[src/rtl/z80fi_trace_collector_pkg.sv]
`default_nettype none
// ============================================================================
// Module      : z80fi_trace_collector_pkg
// Description : Shared z80fi constants, register-number encoding, FSM states
//               and the per-instruction capture record. Z80FI_MEM_RD2_EN adds
//               a second memory-read slot to the capture record.
// Revision    : 1.0 - initial release
// ============================================================================
package z80fi_trace_collector_pkg;

    localparam int c_MAX_LEN = 4;
    localparam int c_INSN_W  = 32;
    localparam int c_LANES   = c_INSN_W / 8;
    localparam int c_LEN_W   = 3;

    // Register-pair numbers share the z80fi_reg_wnum encoding {2'b10, dd}
    localparam logic [1:0] c_REG_PAIR_PFX = 2'b10;
    localparam logic [3:0] c_REG_BC       = {c_REG_PAIR_PFX, 2'b00};
    localparam logic [3:0] c_REG_DE       = {c_REG_PAIR_PFX, 2'b01};
    localparam logic [3:0] c_REG_HL       = {c_REG_PAIR_PFX, 2'b10};
    localparam logic [3:0] c_REG_SP       = {c_REG_PAIR_PFX, 2'b11};

    typedef enum logic [0:0] {
        ST_IDLE    = 1'b0,
        ST_COLLECT = 1'b1
    } state_t;

    typedef struct packed {
        logic [15:0] pc_rdata;
        logic        reg_wr;
        logic [3:0]  reg_wnum;
        logic [15:0] reg_wdata;
        logic        mem_rd;
        logic [15:0] mem_raddr;
        logic [7:0]  mem_rdata;
`ifdef Z80FI_MEM_RD2_EN
        logic        mem_rd2;
        logic [15:0] mem_raddr2;
        logic [7:0]  mem_rdata2;
`endif
        logic        mem_wr;
        logic [15:0] mem_waddr;
        logic [7:0]  mem_wdata;
    } capture_t;

    function automatic logic [3:0] reg_pair_num(input logic [1:0] dd);
        return {c_REG_PAIR_PFX, dd};
    endfunction

endpackage : z80fi_trace_collector_pkg
`default_nettype wire

[src/rtl/z80fi_trace_collector_if.sv]
`default_nettype none
// ============================================================================
// Module      : z80fi_trace_collector_if
// Description : Core event inputs and z80fi packet outputs of the trace
//               collector. Z80FI_MEM_RD2_EN adds the second-read packet fields.
// Revision    : 1.0 - initial release
// ============================================================================
interface z80fi_trace_collector_if;

    logic        fetch_valid;
    logic [7:0]  fetch_data;
    logic [15:0] fetch_pc;
    logic        reg_wr_valid;
    logic [3:0]  reg_wr_num;
    logic [15:0] reg_wr_data;
    logic        mem_rd_valid;
    logic [15:0] mem_rd_addr;
    logic [7:0]  mem_rd_data;
    logic        mem_wr_valid;
    logic [15:0] mem_wr_addr;
    logic [7:0]  mem_wr_data;
    logic        retire;
    logic [15:0] retire_next_pc;

    logic        z80fi_valid;
    logic [31:0] z80fi_insn;
    logic [2:0]  z80fi_insn_len;
    logic [15:0] z80fi_pc_rdata;
    logic [15:0] z80fi_pc_wdata;
    logic        z80fi_reg_wr;
    logic [3:0]  z80fi_reg_wnum;
    logic [15:0] z80fi_reg_wdata;
    logic        z80fi_mem_rd;
    logic [15:0] z80fi_mem_raddr;
    logic [7:0]  z80fi_mem_rdata;
`ifdef Z80FI_MEM_RD2_EN
    logic        z80fi_mem_rd2;
    logic [15:0] z80fi_mem_raddr2;
    logic [7:0]  z80fi_mem_rdata2;
`endif
    logic        z80fi_mem_wr;
    logic [15:0] z80fi_mem_waddr;
    logic [7:0]  z80fi_mem_wdata;
    logic        z80fi_error;

    modport master (
        output fetch_valid, fetch_data, fetch_pc,
        output reg_wr_valid, reg_wr_num, reg_wr_data,
        output mem_rd_valid, mem_rd_addr, mem_rd_data,
        output mem_wr_valid, mem_wr_addr, mem_wr_data,
        output retire, retire_next_pc,
        input  z80fi_valid, z80fi_insn, z80fi_insn_len,
        input  z80fi_pc_rdata, z80fi_pc_wdata,
        input  z80fi_reg_wr, z80fi_reg_wnum, z80fi_reg_wdata,
        input  z80fi_mem_rd, z80fi_mem_raddr, z80fi_mem_rdata,
`ifdef Z80FI_MEM_RD2_EN
        input  z80fi_mem_rd2, z80fi_mem_raddr2, z80fi_mem_rdata2,
`endif
        input  z80fi_mem_wr, z80fi_mem_waddr, z80fi_mem_wdata,
        input  z80fi_error
    );

    modport slave (
        input  fetch_valid, fetch_data, fetch_pc,
        input  reg_wr_valid, reg_wr_num, reg_wr_data,
        input  mem_rd_valid, mem_rd_addr, mem_rd_data,
        input  mem_wr_valid, mem_wr_addr, mem_wr_data,
        input  retire, retire_next_pc,
        output z80fi_valid, z80fi_insn, z80fi_insn_len,
        output z80fi_pc_rdata, z80fi_pc_wdata,
        output z80fi_reg_wr, z80fi_reg_wnum, z80fi_reg_wdata,
        output z80fi_mem_rd, z80fi_mem_raddr, z80fi_mem_rdata,
`ifdef Z80FI_MEM_RD2_EN
        output z80fi_mem_rd2, z80fi_mem_raddr2, z80fi_mem_rdata2,
`endif
        output z80fi_mem_wr, z80fi_mem_waddr, z80fi_mem_wdata,
        output z80fi_error
    );

endinterface : z80fi_trace_collector_if
`default_nettype wire

[src/rtl/z80fi_trace_collector_insn_accum.sv]
`default_nettype none
// ============================================================================
// Module      : z80fi_insn_accum
// Description : Byte-lane accumulator for instruction bytes; exposes the
//               post-fetch image so a retiring fetch lands in the packet.
// Revision    : 1.0 - initial release
// ============================================================================
module z80fi_insn_accum
    import z80fi_trace_collector_pkg::*;
#(
    parameter int MAX_LEN = c_MAX_LEN
) (
    input  wire                 clk,
    input  wire                 rst,
    input  wire                 i_clear,
    input  wire                 i_byte_valid,
    input  wire  [7:0]          i_byte_data,
    output logic [c_INSN_W-1:0] o_insn_nxt,
    output logic [c_LEN_W-1:0]  o_len_nxt,
    output logic                o_overflow
);

    logic [c_INSN_W-1:0] r_insn;
    logic [c_LEN_W-1:0]  r_len;

    // A byte arriving with the buffer full is dropped and the count saturates
    always_comb begin
        o_insn_nxt = r_insn;
        o_len_nxt  = r_len;
        o_overflow = 1'b0;
        if (i_byte_valid) begin
            if (r_len >= c_LEN_W'(MAX_LEN)) begin
                o_overflow = 1'b1;
            end else begin
                for (int i = 0; i < c_LANES; i++) begin
                    if (r_len == c_LEN_W'(i)) begin
                        o_insn_nxt[i*8 +: 8] = i_byte_data;
                    end
                end
                o_len_nxt = r_len + 3'd1;
            end
        end
    end

    always_ff @(posedge clk) begin
        if (rst || i_clear) begin
            r_insn <= '0;
            r_len  <= '0;
        end else begin
            r_insn <= o_insn_nxt;
            r_len  <= o_len_nxt;
        end
    end

endmodule : z80fi_insn_accum
`default_nettype wire

[src/rtl/z80fi_trace_collector.sv]
`default_nettype none
// ============================================================================
// Module      : z80fi_trace_collector
// Description : Collects the fetch/register/memory events of one instruction
//               and emits a single-cycle z80fi packet after retirement.
//               Z80FI_MEM_RD2_EN captures a second data read per instruction.
// Revision    : 1.0 - initial release
// ============================================================================
module z80fi_trace_collector
    import z80fi_trace_collector_pkg::*;
#(
    parameter int MAX_LEN = c_MAX_LEN
) (
    input  wire                    clk,
    input  wire                    reset,
    z80fi_trace_collector_if.slave bus
);

    state_t              r_state;
    state_t              w_state_nxt;
    logic                w_emit;
    logic                w_err_nxt;
    logic                r_error;
    capture_t            r_cap;
    capture_t            w_cap;

    logic [c_INSN_W-1:0] w_insn_nxt;
    logic [c_LEN_W-1:0]  w_len_nxt;
    logic                w_overflow;

    logic                r_pkt_valid;
    logic [c_INSN_W-1:0] r_pkt_insn;
    logic [c_LEN_W-1:0]  r_pkt_len;
    logic [15:0]         r_pkt_pc_wdata;
    capture_t            r_pkt_cap;
    capture_t            w_pkt_cap;

    z80fi_insn_accum #(
        .MAX_LEN (MAX_LEN)
    ) u_accum (
        .clk          (clk),
        .rst          (reset),
        .i_clear      (bus.retire),
        .i_byte_valid (bus.fetch_valid),
        .i_byte_data  (bus.fetch_data),
        .o_insn_nxt   (w_insn_nxt),
        .o_len_nxt    (w_len_nxt),
        .o_overflow   (w_overflow)
    );

    always_ff @(posedge clk) begin
        if (reset) begin
            r_state <= ST_IDLE;
        end else begin
            r_state <= w_state_nxt;
        end
    end

    // A retire with no byte ever fetched has nothing to report
    always_comb begin
        w_state_nxt = r_state;
        w_emit      = 1'b0;
        case (r_state)
            ST_IDLE: begin
                if (bus.retire) begin
                    w_emit = bus.fetch_valid;
                end else if (bus.fetch_valid) begin
                    w_state_nxt = ST_COLLECT;
                end
            end
            ST_COLLECT: begin
                if (bus.retire) begin
                    w_emit      = 1'b1;
                    w_state_nxt = ST_IDLE;
                end
            end
            default: w_state_nxt = ST_IDLE;
        endcase
    end

    // Capture view including this cycle's events; first event of each kind wins
    always_comb begin
        w_cap     = r_cap;
        w_err_nxt = r_error;

        if (r_state == ST_IDLE && bus.fetch_valid) begin
            w_cap.pc_rdata = bus.fetch_pc;
        end

        if (bus.reg_wr_valid) begin
            if (r_cap.reg_wr) begin
                w_err_nxt = 1'b1;
            end else begin
                w_cap.reg_wr    = 1'b1;
                w_cap.reg_wnum  = bus.reg_wr_num;
                w_cap.reg_wdata = bus.reg_wr_data;
            end
        end

        if (bus.mem_rd_valid) begin
            if (!r_cap.mem_rd) begin
                w_cap.mem_rd    = 1'b1;
                w_cap.mem_raddr = bus.mem_rd_addr;
                w_cap.mem_rdata = bus.mem_rd_data;
            end
`ifdef Z80FI_MEM_RD2_EN
            else if (!r_cap.mem_rd2) begin
                w_cap.mem_rd2    = 1'b1;
                w_cap.mem_raddr2 = bus.mem_rd_addr;
                w_cap.mem_rdata2 = bus.mem_rd_data;
            end
`endif
            else begin
                w_err_nxt = 1'b1;
            end
        end

        if (bus.mem_wr_valid) begin
            if (r_cap.mem_wr) begin
                w_err_nxt = 1'b1;
            end else begin
                w_cap.mem_wr    = 1'b1;
                w_cap.mem_waddr = bus.mem_wr_addr;
                w_cap.mem_wdata = bus.mem_wr_data;
            end
        end

        if (w_overflow) begin
            w_err_nxt = 1'b1;
        end

        if (bus.retire && r_state == ST_IDLE && !bus.fetch_valid) begin
            w_err_nxt = 1'b1;
        end
    end

    always_ff @(posedge clk) begin
        if (reset) begin
            r_error        <= 1'b0;
            r_cap          <= '0;
            r_pkt_valid    <= 1'b0;
            r_pkt_insn     <= '0;
            r_pkt_len      <= '0;
            r_pkt_pc_wdata <= '0;
            r_pkt_cap      <= '0;
        end else begin
            r_error        <= w_err_nxt;
            r_cap          <= bus.retire ? '0 : w_cap;
            r_pkt_valid    <= w_emit;
            r_pkt_insn     <= w_emit ? w_insn_nxt : '0;
            r_pkt_len      <= w_emit ? w_len_nxt : '0;
            r_pkt_pc_wdata <= w_emit ? bus.retire_next_pc : '0;
            r_pkt_cap      <= w_emit ? w_cap : '0;
        end
    end

    // Reset also masks the registered packet so a packet due in a reset cycle is dropped
    assign w_pkt_cap = reset ? '0 : r_pkt_cap;

    assign bus.z80fi_valid      = r_pkt_valid & ~reset;
    assign bus.z80fi_insn       = reset ? '0 : r_pkt_insn;
    assign bus.z80fi_insn_len   = reset ? '0 : r_pkt_len;
    assign bus.z80fi_pc_wdata   = reset ? '0 : r_pkt_pc_wdata;
    assign bus.z80fi_pc_rdata   = w_pkt_cap.pc_rdata;
    assign bus.z80fi_reg_wr     = w_pkt_cap.reg_wr;
    assign bus.z80fi_reg_wnum   = w_pkt_cap.reg_wnum;
    assign bus.z80fi_reg_wdata  = w_pkt_cap.reg_wdata;
    assign bus.z80fi_mem_rd     = w_pkt_cap.mem_rd;
    assign bus.z80fi_mem_raddr  = w_pkt_cap.mem_raddr;
    assign bus.z80fi_mem_rdata  = w_pkt_cap.mem_rdata;
`ifdef Z80FI_MEM_RD2_EN
    assign bus.z80fi_mem_rd2    = w_pkt_cap.mem_rd2;
    assign bus.z80fi_mem_raddr2 = w_pkt_cap.mem_raddr2;
    assign bus.z80fi_mem_rdata2 = w_pkt_cap.mem_rdata2;
`endif
    assign bus.z80fi_mem_wr     = w_pkt_cap.mem_wr;
    assign bus.z80fi_mem_waddr  = w_pkt_cap.mem_waddr;
    assign bus.z80fi_mem_wdata  = w_pkt_cap.mem_wdata;
    assign bus.z80fi_error      = r_error & ~reset;

endmodule : z80fi_trace_collector
`default_nettype wire

[src/flat_wrapper.sv]
// flat-port wrapper written by rule: the top's interface ports become plain ports
module z80fi_trace_collector_flat import z80fi_trace_collector_pkg::*;
#(
    parameter int MAX_LEN = c_MAX_LEN
)
  (clk, reset, bus_fetch_valid, bus_fetch_data, bus_fetch_pc, bus_reg_wr_valid, bus_reg_wr_num, bus_reg_wr_data, bus_mem_rd_valid, bus_mem_rd_addr, bus_mem_rd_data, bus_mem_wr_valid, bus_mem_wr_addr, bus_mem_wr_data, bus_retire, bus_retire_next_pc, bus_z80fi_valid, bus_z80fi_insn, bus_z80fi_insn_len, bus_z80fi_pc_rdata, bus_z80fi_pc_wdata, bus_z80fi_reg_wr, bus_z80fi_reg_wnum, bus_z80fi_reg_wdata, bus_z80fi_mem_rd, bus_z80fi_mem_raddr, bus_z80fi_mem_rdata, bus_z80fi_mem_wr, bus_z80fi_mem_waddr, bus_z80fi_mem_wdata, bus_z80fi_error);
  z80fi_trace_collector_if bus_i ();
  input  wire clk;
  input  wire reset;
  input wire logic [$bits(bus_i.fetch_valid)-1:0] bus_fetch_valid;
  input wire logic [$bits(bus_i.fetch_data)-1:0] bus_fetch_data;
  input wire logic [$bits(bus_i.fetch_pc)-1:0] bus_fetch_pc;
  input wire logic [$bits(bus_i.reg_wr_valid)-1:0] bus_reg_wr_valid;
  input wire logic [$bits(bus_i.reg_wr_num)-1:0] bus_reg_wr_num;
  input wire logic [$bits(bus_i.reg_wr_data)-1:0] bus_reg_wr_data;
  input wire logic [$bits(bus_i.mem_rd_valid)-1:0] bus_mem_rd_valid;
  input wire logic [$bits(bus_i.mem_rd_addr)-1:0] bus_mem_rd_addr;
  input wire logic [$bits(bus_i.mem_rd_data)-1:0] bus_mem_rd_data;
  input wire logic [$bits(bus_i.mem_wr_valid)-1:0] bus_mem_wr_valid;
  input wire logic [$bits(bus_i.mem_wr_addr)-1:0] bus_mem_wr_addr;
  input wire logic [$bits(bus_i.mem_wr_data)-1:0] bus_mem_wr_data;
  input wire logic [$bits(bus_i.retire)-1:0] bus_retire;
  input wire logic [$bits(bus_i.retire_next_pc)-1:0] bus_retire_next_pc;
  output wire logic [$bits(bus_i.z80fi_valid)-1:0] bus_z80fi_valid;
  output wire logic [$bits(bus_i.z80fi_insn)-1:0] bus_z80fi_insn;
  output wire logic [$bits(bus_i.z80fi_insn_len)-1:0] bus_z80fi_insn_len;
  output wire logic [$bits(bus_i.z80fi_pc_rdata)-1:0] bus_z80fi_pc_rdata;
  output wire logic [$bits(bus_i.z80fi_pc_wdata)-1:0] bus_z80fi_pc_wdata;
  output wire logic [$bits(bus_i.z80fi_reg_wr)-1:0] bus_z80fi_reg_wr;
  output wire logic [$bits(bus_i.z80fi_reg_wnum)-1:0] bus_z80fi_reg_wnum;
  output wire logic [$bits(bus_i.z80fi_reg_wdata)-1:0] bus_z80fi_reg_wdata;
  output wire logic [$bits(bus_i.z80fi_mem_rd)-1:0] bus_z80fi_mem_rd;
  output wire logic [$bits(bus_i.z80fi_mem_raddr)-1:0] bus_z80fi_mem_raddr;
  output wire logic [$bits(bus_i.z80fi_mem_rdata)-1:0] bus_z80fi_mem_rdata;
  output wire logic [$bits(bus_i.z80fi_mem_wr)-1:0] bus_z80fi_mem_wr;
  output wire logic [$bits(bus_i.z80fi_mem_waddr)-1:0] bus_z80fi_mem_waddr;
  output wire logic [$bits(bus_i.z80fi_mem_wdata)-1:0] bus_z80fi_mem_wdata;
  output wire logic [$bits(bus_i.z80fi_error)-1:0] bus_z80fi_error;
  assign bus_i.fetch_valid = bus_fetch_valid;
  assign bus_i.fetch_data = bus_fetch_data;
  assign bus_i.fetch_pc = bus_fetch_pc;
  assign bus_i.reg_wr_valid = bus_reg_wr_valid;
  assign bus_i.reg_wr_num = bus_reg_wr_num;
  assign bus_i.reg_wr_data = bus_reg_wr_data;
  assign bus_i.mem_rd_valid = bus_mem_rd_valid;
  assign bus_i.mem_rd_addr = bus_mem_rd_addr;
  assign bus_i.mem_rd_data = bus_mem_rd_data;
  assign bus_i.mem_wr_valid = bus_mem_wr_valid;
  assign bus_i.mem_wr_addr = bus_mem_wr_addr;
  assign bus_i.mem_wr_data = bus_mem_wr_data;
  assign bus_i.retire = bus_retire;
  assign bus_i.retire_next_pc = bus_retire_next_pc;
  assign bus_z80fi_valid = bus_i.z80fi_valid;
  assign bus_z80fi_insn = bus_i.z80fi_insn;
  assign bus_z80fi_insn_len = bus_i.z80fi_insn_len;
  assign bus_z80fi_pc_rdata = bus_i.z80fi_pc_rdata;
  assign bus_z80fi_pc_wdata = bus_i.z80fi_pc_wdata;
  assign bus_z80fi_reg_wr = bus_i.z80fi_reg_wr;
  assign bus_z80fi_reg_wnum = bus_i.z80fi_reg_wnum;
  assign bus_z80fi_reg_wdata = bus_i.z80fi_reg_wdata;
  assign bus_z80fi_mem_rd = bus_i.z80fi_mem_rd;
  assign bus_z80fi_mem_raddr = bus_i.z80fi_mem_raddr;
  assign bus_z80fi_mem_rdata = bus_i.z80fi_mem_rdata;
  assign bus_z80fi_mem_wr = bus_i.z80fi_mem_wr;
  assign bus_z80fi_mem_waddr = bus_i.z80fi_mem_waddr;
  assign bus_z80fi_mem_wdata = bus_i.z80fi_mem_wdata;
  assign bus_z80fi_error = bus_i.z80fi_error;
  z80fi_trace_collector #(.MAX_LEN(MAX_LEN)) u_core (.clk(clk), .reset(reset), .bus(bus_i));
endmodule
[config.mk]
export PLATFORM = sky130hd
export DESIGN_NAME = z80fi_trace_collector_flat
export DESIGN_NICKNAME = d
export VERILOG_FILES = /design/src/rtl/z80fi_trace_collector_pkg.sv /design/src/rtl/z80fi_trace_collector_if.sv /design/src/rtl/z80fi_trace_collector_insn_accum.sv /design/src/rtl/z80fi_trace_collector.sv /design/src/flat_wrapper.sv
export SDC_FILE = /design/constraint.sdc
export NUM_CORES = 1
export LEC_CHECK = 0
export BUFFER_PORTS_ARGS = -buffer_cell sky130_fd_sc_hd__buf_2
export CAP_MARGIN = 20
export CORE_AREA = 2 2 137 139
export DETAILED_ROUTE_END_ITERATION = 8
export DIE_AREA = 0 0 139 141
export MAX_ROUTING_LAYER = met4
export PLACE_DENSITY = 0.75
export SETUP_SLACK_MARGIN = 0.02
export SYNTH_ARGS = -nofsm -noshare
export SYNTH_HDL_FRONTEND = slang
export SYNTH_SLANG_ARGS = --single-unit
[constraint.sdc]
create_clock -name clk -period 2.17 [get_ports clk]
set_input_delay 0.651 -clock clk [delete_from_list [all_inputs] [get_ports clk]]
set_output_delay 0.651 -clock clk [all_outputs]
set_load 0.1 [all_outputs]
### Word level (Yosys, flattened, before mapping)

Index checks and enable logic that the tools add are counted.

| cells by class | value |
|---|---|
| eq/ne operators | 3 |
| bitwise logic cells | 5 |
| multiplexer cells | 36 |
| reduce and logical (&&, ||, !) cells | 8 |
| $add $sub $neg | 1 |
| magnitude comparators | 1 |

Operators with widths:

| cell | count |
|---|---|
| $mux 32 | 3 |
| $mux 87 | 1 |
| $mux 25 | 2 |
| $mux 24 | 2 |
| $mux 16 | 2 |
| $mux 8 | 4 |
| $mux 21 | 1 |
| $mux 20 | 1 |
| $mux 1 | 15 |
| $mux 3 | 3 |
| $eq 3x2->1 const B | 2 |
| $pmux 1 s2 | 2 |
| $reduce_or 2->1 | 2 |
| $add 3x1->3 const B | 1 |
| $eq 3x1->1 const B | 1 |
| $ge 3x3->1 const B | 1 |
| $logic_and 1x1->1 | 3 |
| $logic_not 3->1 | 1 |
| $not 1->1 | 3 |
| $and 1x1->1 | 2 |
| $logic_not 1->1 | 1 |
| $logic_or 1x1->1 | 1 |

| storage, ports and cells | value |
|---|---|
| flip-flop bits (word level) | 263 |
| output and inout port bits | 140 |
| word-level logic and storage cells | 82 |

### Logic depth before layout (Yosys ltp)

Gate-level depths: netlist of run 1.

| depth | value |
|---|---|
| depth in word-level cells | 8 |
| gate-level depth with buffers | 7 |

### Modules after synthesis

From an unflattened synthesis of run 1, not the netlist that was laid out.

| unflattened totals | value |
|---|---|
| cell total of the unflattened synthesis | 869 |
| area total of the unflattened synthesis | 9233.9 um^2 |

Modules (own cells, without submodules):

| module | cells an instance | area an instance (um^2) | instances | sequential area each (um^2) |
|---|---|---|---|---|
| z80fi_trace_collector | 743 | 7593.5 | 1 | 4564.4 |
| z80fi_insn_accum | 126 | 1640.3 | 1 | 700.7 |

### Least setup slack after synthesis of run 1

No wires, ideal clock.

| path | value |
|---|---|
| kind | input to output |
| start | in reset |
| end | out bus_z80fi_insn[0] |
| stages on the path | 3 |
| path buffers | 2 |
| data required time | 1.519 ns |
| setup slack | -0.863 ns |
| data arrival time | 2.382 ns |
| path through | clkbuf_1 clkbuf_1 nor2b_1 |

| between the ends | value |
|---|---|
| cells in the longest elaborated chain, start to end | 1 |

Ends and longest elaborated chain:

| item | line | text |
|---|---|---|
| from (decl) | flat_wrapper.sv:9 | `input wire reset;` |
| $mux 32 | z80fi_trace_collector.sv:161 | `assign bus.z80fi_insn = reset ? '0 : r_pkt_insn;` |
| to (decl) | flat_wrapper.sv:25 | `output wire logic [$bits(bus_i.z80fi_insn)-1:0] bus_z80fi_insn;` |

No other way between the ends.

### Worst setup path after layout of run 1

| path | value |
|---|---|
| start | in reset |
| end | out bus_z80fi_mem_raddr[11] |

| between the ends | value |
|---|---|
| cells in the longest elaborated chain, start to end | 1 |

Ends and longest elaborated chain:

| item | line | text |
|---|---|---|
| $mux 87 | z80fi_trace_collector.sv:158 | `assign w_pkt_cap = reset ? '0 : r_pkt_cap;` |
| to (decl) | flat_wrapper.sv:33 | `output wire logic [$bits(bus_i.z80fi_mem_raddr)-1:0] bus_z80fi_mem_raddr;` |

No other way between the ends.

==> results of run 1 <==
## state kept, by name, summed over array words and instances (netlist names)
| name | count |
|---|---|
| u_core.r_pkt_insn | 32 |
| u_core.r_pkt_valid | 1 |
| u_core.r_state | 1 |
| u_core.u_accum.r_insn | 32 |
| u_core.r_pkt_pc_wdata | 16 |
| u_core.r_pkt_len | 3 |
| u_core.r_pkt_cap | 87 |
| u_core.u_accum.r_len | 3 |
| u_core.r_cap | 87 |
| u_core.r_error | 1 |
## placed cells by master, fill, tap and decap left out, types with 10 or more instances in the layout
cell,Yosys,final
and2_1,16,16
buf_12,0,150
buf_2,20,113
clkbuf_1,27,10
clkbuf_16,0,28
dfxtp_1,263,263
mux2i_1,117,117
nor2_1,248,248
nor2b_1,141,43
nor2b_2,0,32
nor2b_4,0,66
## kinds of logic (layout without fill, tap and decap cells)
kind of cell,count (synthesis),after routing
flops,263,263
xor+xnor,1,1
simple gates,416,416
mux,117,117
fa+ha+maj,4,4
compound gates,5,5
other cells,0,5
buf+inv,62,327
## routing by layer
| metal | global-route usage [%] | share of wire (%) | vias to the layer above | wire length [um] |
|---|---|---|---|---|
| met5 | - | 0 | - | 0 |
| met4 | 8.67 | 3.3 | 0 | 722 |
| met3 | 5.50 | 6.5 | 47 | 1430 |
| met2 | 38.7 | 52 | 199 | 11500 |
| met1 | 23.7 | 38 | 3100 | 8420 |
| li1 | - | - | 3212 | - |
## final timing paths
check,start,endpoint
worst max register to register,u_core.u_accum.r_len[0],u_core.r_pkt_insn[6]
worst max-delay path,reset,bus_z80fi_mem_raddr[11]
worst min register to register,u_core.r_cap[12],u_core.r_cap[12]
worst min-delay path,bus_retire_next_pc[13],u_core.r_pkt_pc_wdata[13]
## area by class of cell
| cell class | instances | area [um2] | share of cell area, % |
|---|---|---|---|
| flip-flops and latches | 263 | 5270 | 37.7 |
| multi-input cells | 543 | 3830 | 27.5 |
| repair buffers | 276 | 3710 | 26.6 |
| clock buffers | 43 | 796 | 5.71 |
| well taps | 234 | 293 | 2.10 |
| clock inverters | 5 | 25.0 | 0.179 |
| diodes | 5 | 12.5 | 0.0897 |
| inverters | 3 | 11.3 | 0.0807 |
## metrics by stage
stage	hold slack (ps)	TNS [ps]	area (um2)	cells	power (mW)
global route	318	0	13900	1372	10.7
floorplan	454	-57280	9420	868	5.78
CTS	313	-520	13800	1366	10.4
detailed placement	479	-534	13000	1318	6.16
finish	326	0	13900	1372	10.3
global placement	470	-172	13000	1318	6.14
## power by group through the flow
stage	Sequential, mW	Clock, mW	Combinational [mW]
global route	4.99	4.53	1.16
floorplan	5.07	0	0.708
CTS	4.98	4.34	1.09
global placement	5.08	0	1.06
detailed placement	5.08	0	1.07
finish	4.98	4.27	1.09
## critical path: stages
cell     delay (ps)
buf_8           140
buf_4           190
nor2b_1         250
buf_12          220
## what timing repair did
action	in CTS	in global routing
gates resized for setup	6	25
endpoints found under the setup margin	28	30
cloned	0	1
==> impl_results.md, run 1 <==
- Count of mapped cells out of synthesis: 868
- Number of buffers added for setup after CTS: 0
- Initial antenna violation count: 5
- Max Cap Viol: 0
- Crit share post-route: 97.2%
- Initial Util: 48.5%
- Pleak: 5.92 nW
- Compound-Gate Fraction of Synth Area: 0.353%
- Synth cell count leaders: 263 x dfxtp_1, 248 x nor2_1, 141 x nor2b_1, 117 x mux2i_1, 27 x clkbuf_1
- Int Pwr: 7.87 mW
- Fillers: 1132
- RSZ-0062 raised after global routing: no
- Post-synthesis net count: 987
- Post-synthesis cell area: 8850 um2
- CP Launch Type: input port
- Power Density: 741 nW/um2
- Hold Path Stages: 2
- Residual DRC: 0
- YS warnings: 0
- Sw frac: 23.9%
- Distinct cell type count after synthesis: 21
- Final ANT Viol Nets: 0
- Number of hold violations in the final report: 0
- WL/cell: 16.1 um
- Placement Setup Slack: -43.4 ps
- Max Root-Sink Buffers: 3
- Largest family of logic cells by synthesized area: simple AND/OR/NAND/NOR gates
- Worst vdd ir: 0.711 mV
- GRT overflow: 0
- Max transition margin: 75.8%
- Layout cell share with drive strength beyond 1: 36.7%
- Outcome: finished, final reports clean
- Post-route minimum period: 2110 ps
- Mux cell area share after synthesis: 13.2%
- Syn-to-layout area delta: 57.6%
- Die height: 141 um
- Final setup viols: 0
- R2R depth: 6
- Fmax: 474 MHz
- Sw power: 2.47 mW
- Layout net count: 1233
- Final HPWL DP: 14.6 mm
- Die area: 19600 um2
- Synth Register Bits: 263
- Final wirelength: 22.0 mm
- Clock power share: 41.3%
- GP Congestion: 0.786
- WP data arrival: 1460 ps
- CTS root buffer: clkbuf_16
- Clk sink count: 263
- CTS tree: yes
- # port buffers: 254
- Largest net degree at the start of global routing: 76
- Vias/cell: 4.78
- Clock latency on the worst-skew pair: 520 ps
- CTS H-tree depth: 1
- Clock skew: 17.7 ps
- Top Ports: 255
- Via count: 6558
- Core Util, Final: 76.4%
- Cell taking the most area after synthesis: dfxtp_1
- First-pass detailed-route iteration total: 4
- Reg power frac: 48.2%
- Register area share after synthesis: 59.5%
- Slew at the pin closest to its max-slew limit: 364 ps
- Async S/R FF share, synth: 0%
- Syn_area_per_cell: 10.2 um2
- Max Slew Vio Count: 0
- CTS clock-pin slew for the worst setup and hold paths: 60 ps
- Count leader, synth: dfxtp_1
- Final Worst Setup Slack: 59.8 ps
- EDFF count, synth: 0
- Yosys top cell area share: 59.5%
- Largest cells by area after synthesis: dfxtp_1 59%, mux2i_1 13%, nor2_1 11%, nor2b_1 10%, buf_6 1.1%
- Setup CP Type: input port to primary output
- Post-Synth XOR/XNOR Area: 0.0989%
- Hold Buf Count CTS: 0
- Worst-path maximum fanout: 8
- Aggregate global-route resource usage: 21.9%
- Combinational share of power: 10.6%
- Placement Rows: 50
- Worst path required time: 1520 ps
- Worst reg-to-reg setup slack: 700 ps
- Num CTS Buffers: 27
- Chip width: 139 um
- CP endpoint kind: primary output
- Synth Area in Simple Gates: 22.5%
- First-pass GRT wire length: 33.8 mm
- Adder-cell area share of the yosys netlist: 0.565%
- Vias in the first global route: 6702
- DR iter-0 viols: 291
- Top FF cell, synth: dfxtp_1
- Hold Crit Class: input port to flip-flop
- Core area: 18300 um2
Note: power is estimated with default switching activity, not from simulation.
==> inputs of run 2 (changes only) <==
- CORE_AREA: 2 2 137 139 -> 2 2 139 141
- DIE_AREA: 0 0 139 141 -> 0 0 141 143
- GPL_TIMING_DRIVEN: unset -> 0
- SYNTH_HIERARCHICAL: unset -> 1
==> run 2 against run 1 <==
  * The flow now finishes with violations (negative setup slack)
  * First-iteration DRC count increased by 7.2%
  * Sequential power about the same
  * Register-to-register slack got worse by 110 ps
  * Via count increased by 5.9%
  * Core utilization increased by 0.82 points
  * Cell area increased by 2.8%
  * Global-route usage increased by 3.5 points
  * Count of clock-buffer cells in the layout decreased by 4
  * Critical path type unchanged
  * Highest routed layer unchanged
==> impl_results.md, run 2 <==
- Outcome: finished with violations (was finished, final reports clean)
- Failing checks: negative setup slack
- Layout net count: 1275 (was 1233)
- Max Root-Sink Buffers: 3 (unchanged)
- Setup TNS: -20.1 ps (was 0 ps)
- Met2 Use GR: 44.2% (was 38.7%)
- Clock skew: 10.9 ps (was 17.7 ps)
- Num CTS Buffers: 28 (was 27)
- Synth cell count leaders: 263 x dfxtp_1, 180 x nor2_1, 170 x nor2b_1, 84 x mux2i_1, 51 x and2_1 (was 263 x dfxtp_1, 248 x nor2_1, 141 x nor2b_1, 117 x mux2i_1, 27 x clkbuf_1)
- Initial antenna violation count: 5 (unchanged)
- Worst r2r src: u_core/u_accum/r_len[1] (was u_core.u_accum.r_len[0])
- Die height: 143 um (was 141 um)
- Largest cells by area after synthesis: dfxtp_1 57%, nor2b_1 12%, mux2i_1 9.1%, nor2_1 7.3%, mux2_4 4.1% (was dfxtp_1 59%, mux2i_1 13%, nor2_1 11%, nor2b_1 10%, buf_6 1.1%)
- Tot Pwr: 10.8 mW (was 10.3 mW)
- GRT overflow: 0 (unchanged)
- Syn_area_per_cell: 10.6 um2 (was 10.2 um2)
- Dpl cell area: 11400 um2 (was 13000 um2)
- Most frequent cells in the layout: 263 x dfxtp_1, 180 x nor2_1, 130 x buf_2 (was 263 x dfxtp_1, 248 x nor2_1, 150 x buf_12)
- Sw frac: 24.2% (was 23.9%)
- WP data arrival: 1530 ps (was 1460 ps)
- CTS H-tree depth: 1 (unchanged)
- Final ANT Viol Nets: 0 (unchanged)
- DP Cell Count: 1357 (was 1318)
- Post-synthesis net count: 989 (was 987)
- Int Pwr: 8.20 mW (was 7.87 mW)
- Number of hold violations in the final report: 0 (unchanged)
- Vias/cell: 4.93 (was 4.78)
- Largest regs: u_core/r_cap (87), u_core/r_pkt_cap (87) (was u_core.r_cap (87), u_core.r_pkt_cap (87))
- Max Cap Viol: 0 (unchanged)
- Worst-path maximum fanout: 10 (was 8)
- Worst vdd ir: 0.923 mV (was 0.711 mV)
- Cell Count, Final, Fillers Out: 1410 (was 1372)
- Syn-to-layout area delta: 55.3% (was 57.6%)
- # port buffers: 254 (unchanged)
- Hold Buf Count CTS: 0 (unchanged)
- RR Endpoint: u_core/u_accum/r_insn[26] (was u_core.r_pkt_insn[6])
- Top Ports: 255 (unchanged)
- Most common cell after layout, fill and taps aside: dfxtp_1 (unchanged)
- Placement Rows: 50 (unchanged)
- CTS root buffer: clkbuf_16 (unchanged)
- Hold Startpoint: bus_retire_next_pc[4] (was bus_retire_next_pc[13])
- Post-route minimum period: 2180 ps (was 2110 ps)
- Power Density: 754 nW/um2 (was 741 nW/um2)
- Chip width: 141 um (was 139 um)
- Max transition margin: 61.8% (was 75.8%)
- Sw power: 2.61 mW (was 2.47 mW)
- Worst reg-to-reg setup slack: 590 ps (was 700 ps)
- Via count: 6948 (was 6558)
- CTS tree: yes (unchanged)
- Clk sink count: 263 (unchanged)
- Clock latency on the worst-skew pair: 520 ps (about the same)
- Max Slew Vio Count: 0 (unchanged)
- Synth Register Bits: 263 (unchanged)
- Met3 global-route usage: 6.57% (was 5.50%)
- Hold_ws: 339 ps (was 326 ps)
- Post-synthesis cell area: 9230 um2 (was 8850 um2)
- Final wirelength: 25.8 mm (was 22.0 mm)
- Vias in the first global route: 7468 (was 6702)
- Post-route cell area: 14300 um2 (was 13900 um2)
- WL/cell: 18.3 um (was 16.1 um)
- Final Worst Setup Slack: -9.66 ps (was 59.8 ps)
- Register area share after synthesis: 57.0% (was 59.5%)
- R2R depth: 5 (was 6)
- Setup CP Type: input port to primary output (unchanged)
- Distinct cell type count after synthesis: 26 (was 21)
- Critical path origin: reset (unchanged)
- Hold EP: u_core/r_pkt_pc_wdata[4] (was u_core.r_pkt_pc_wdata[13])
- Core area: 18600 um2 (was 18300 um2)
- GR Util met1: 27.9% (was 23.7%)
- DR iter-0 viols: 312 (was 291)
- CP endpoint kind: primary output (unchanged)
- Cell taking the most area after synthesis: dfxtp_1 (unchanged)
- Reg power frac: 46.1% (was 48.2%)
- Count of mapped cells out of synthesis: 869 (was 868)
- Hold Crit Class: input port to flip-flop (unchanged)
- Clock power share: 43.1% (was 41.3%)
- EDFF count, synth: 0 (unchanged)
- Initial Util: 49.7% (was 48.5%)
- Aggregate global-route resource usage: 25.4% (was 21.9%)
- Hold Path Stages: 2 (unchanged)
- GR peak layer: met2 (unchanged)
- Largest net degree at the start of global routing: 15 (was 76)
- CP Launch Type: input port (unchanged)
- Final setup viols: 4 (was 0)
- First-pass GRT wire length: 39.1 mm (was 33.8 mm)
- Async S/R FF share, synth: 0% (unchanged)
- First-pass detailed-route iteration total: 4 (unchanged)
- Slew at the pin closest to its max-slew limit: 573 ps (was 364 ps)
- Layout cell share with drive strength beyond 1: 44.3% (was 36.7%)
- Combinational share of power: 10.7% (was 10.6%)
- Pleak: 6.08 nW (was 5.92 nW)
- Crit share post-route: 100% (was 97.2%)
- CTS clock-pin slew for the worst setup and hold paths: 60 ps (about the same)
- GP Congestion: 0.840 (was 0.786)
- Die area: 20200 um2 (was 19600 um2)
- YS warnings: 6 (was 0)
- Final HPWL DP: 15.4 mm (was 14.6 mm)
- Top FF cell, synth: dfxtp_1 (unchanged)
- Count leader, synth: dfxtp_1 (unchanged)
- Residual DRC: 0 (unchanged)
- RSZ-0062 raised after global routing: yes (was no)
- Fmax: 459 MHz (was 474 MHz)
- Yosys top cell area share: 57.0% (was 59.5%)
- Worst path required time: 1520 ps (about the same)
run 2: cell types whose count changed after synthesis, sizes merged, moves of 6 or more:
cell / change
nor2b: +34
and2: +35
mux2i: -33
buf: -6
mux2: +33
nor2: -69
run 2: cell type report:
class                      count  area [um2]
antenna                        5        12.5
buffer                        55         478
clock buffer                  39         803
clock inverter                 7        96.3
fill                        1104        4240
inverter                       5        20.0
multi-input combinational    546        4600
sequential                   263        5270
tap                          234         293
timing repair buffer         256        2770
run 2: worst max-delay path, cell delays in order:
cell       delay (ps)
buf_12            120
clkbuf_16         170
clkbuf_8          180
nor2b_2           190
buf_12            200
run 2: cell families (layout without fill, tap and decap cells):
| family | count (synthesis) | after routing | synth area share (%) |
|---|---|---|---|
| buf+inv | 60 | 362 | 3.25 |
| flops | 263 | 263 | 57.0 |
| compound gates | 4 | 4 | 0.285 |
| simple gates | 419 | 419 | 24.5 |
| other cells | 0 | 5 | 0 |
| xor+xnor | 1 | 1 | 0.0949 |
| fa+ha+maj | 5 | 5 | 0.678 |
| mux | 117 | 117 | 14.1 |
run 2: layer usage:
layer / vias to the layer above / share of wire [%]
met5: - / 0
met4: 0 / 4.1
met3: 70 / 6.8
met2: 269 / 51
met1: 3309 / 38
li1: 3300 / -
run 2: power by group through the flow:
| stage | registers (mW) | clock network (mW) | logic (mW) |
|---|---|---|---|
| 2_1_floorplan | 5.07 | 0 | 0.728 |
| 3_3_place_gp | 5.08 | 0 | 0.975 |
| 3_5_place_dp | 5.08 | 0 | 0.986 |
| 4_1_cts | 4.98 | 4.72 | 1.14 |
| 5_1_grt | 4.99 | 4.94 | 1.23 |
| 6_report | 4.98 | 4.66 | 1.16 |
run 2: through the flow:
step	utilization, %	worst slack [ps]
2_1_floorplan	-	-818
3_3_place_gp	61.2	-501
3_5_place_dp	61.2	-490
4_1_cts	76.5	3.30
5_1_grt	77.2	-26.8
6_report	77.2	-9.66
run 2: timing repair:
action / CTS / global route
pin swaps: 0 / 0
buffers inserted: 0 / 0
gates cloned: 1 / 1
resized for setup: 531 / 24
setup endpoints to repair: 140 / 65
run 2: worst max-delay path by stage:
stage               slack, ps  cells after the start                      end
global route              -30                      5    bus_z80fi_pc_rdata[3]
global placement         -500                      5    bus_z80fi_pc_rdata[9]
floorplan                -820                      3  bus_z80fi_mem_raddr[10]
detailed placement       -490                      5   bus_z80fi_pc_rdata[12]
finish                    -10                      5   bus_z80fi_mem_raddr[4]
CTS                         3                      5  bus_z80fi_reg_wdata[10]
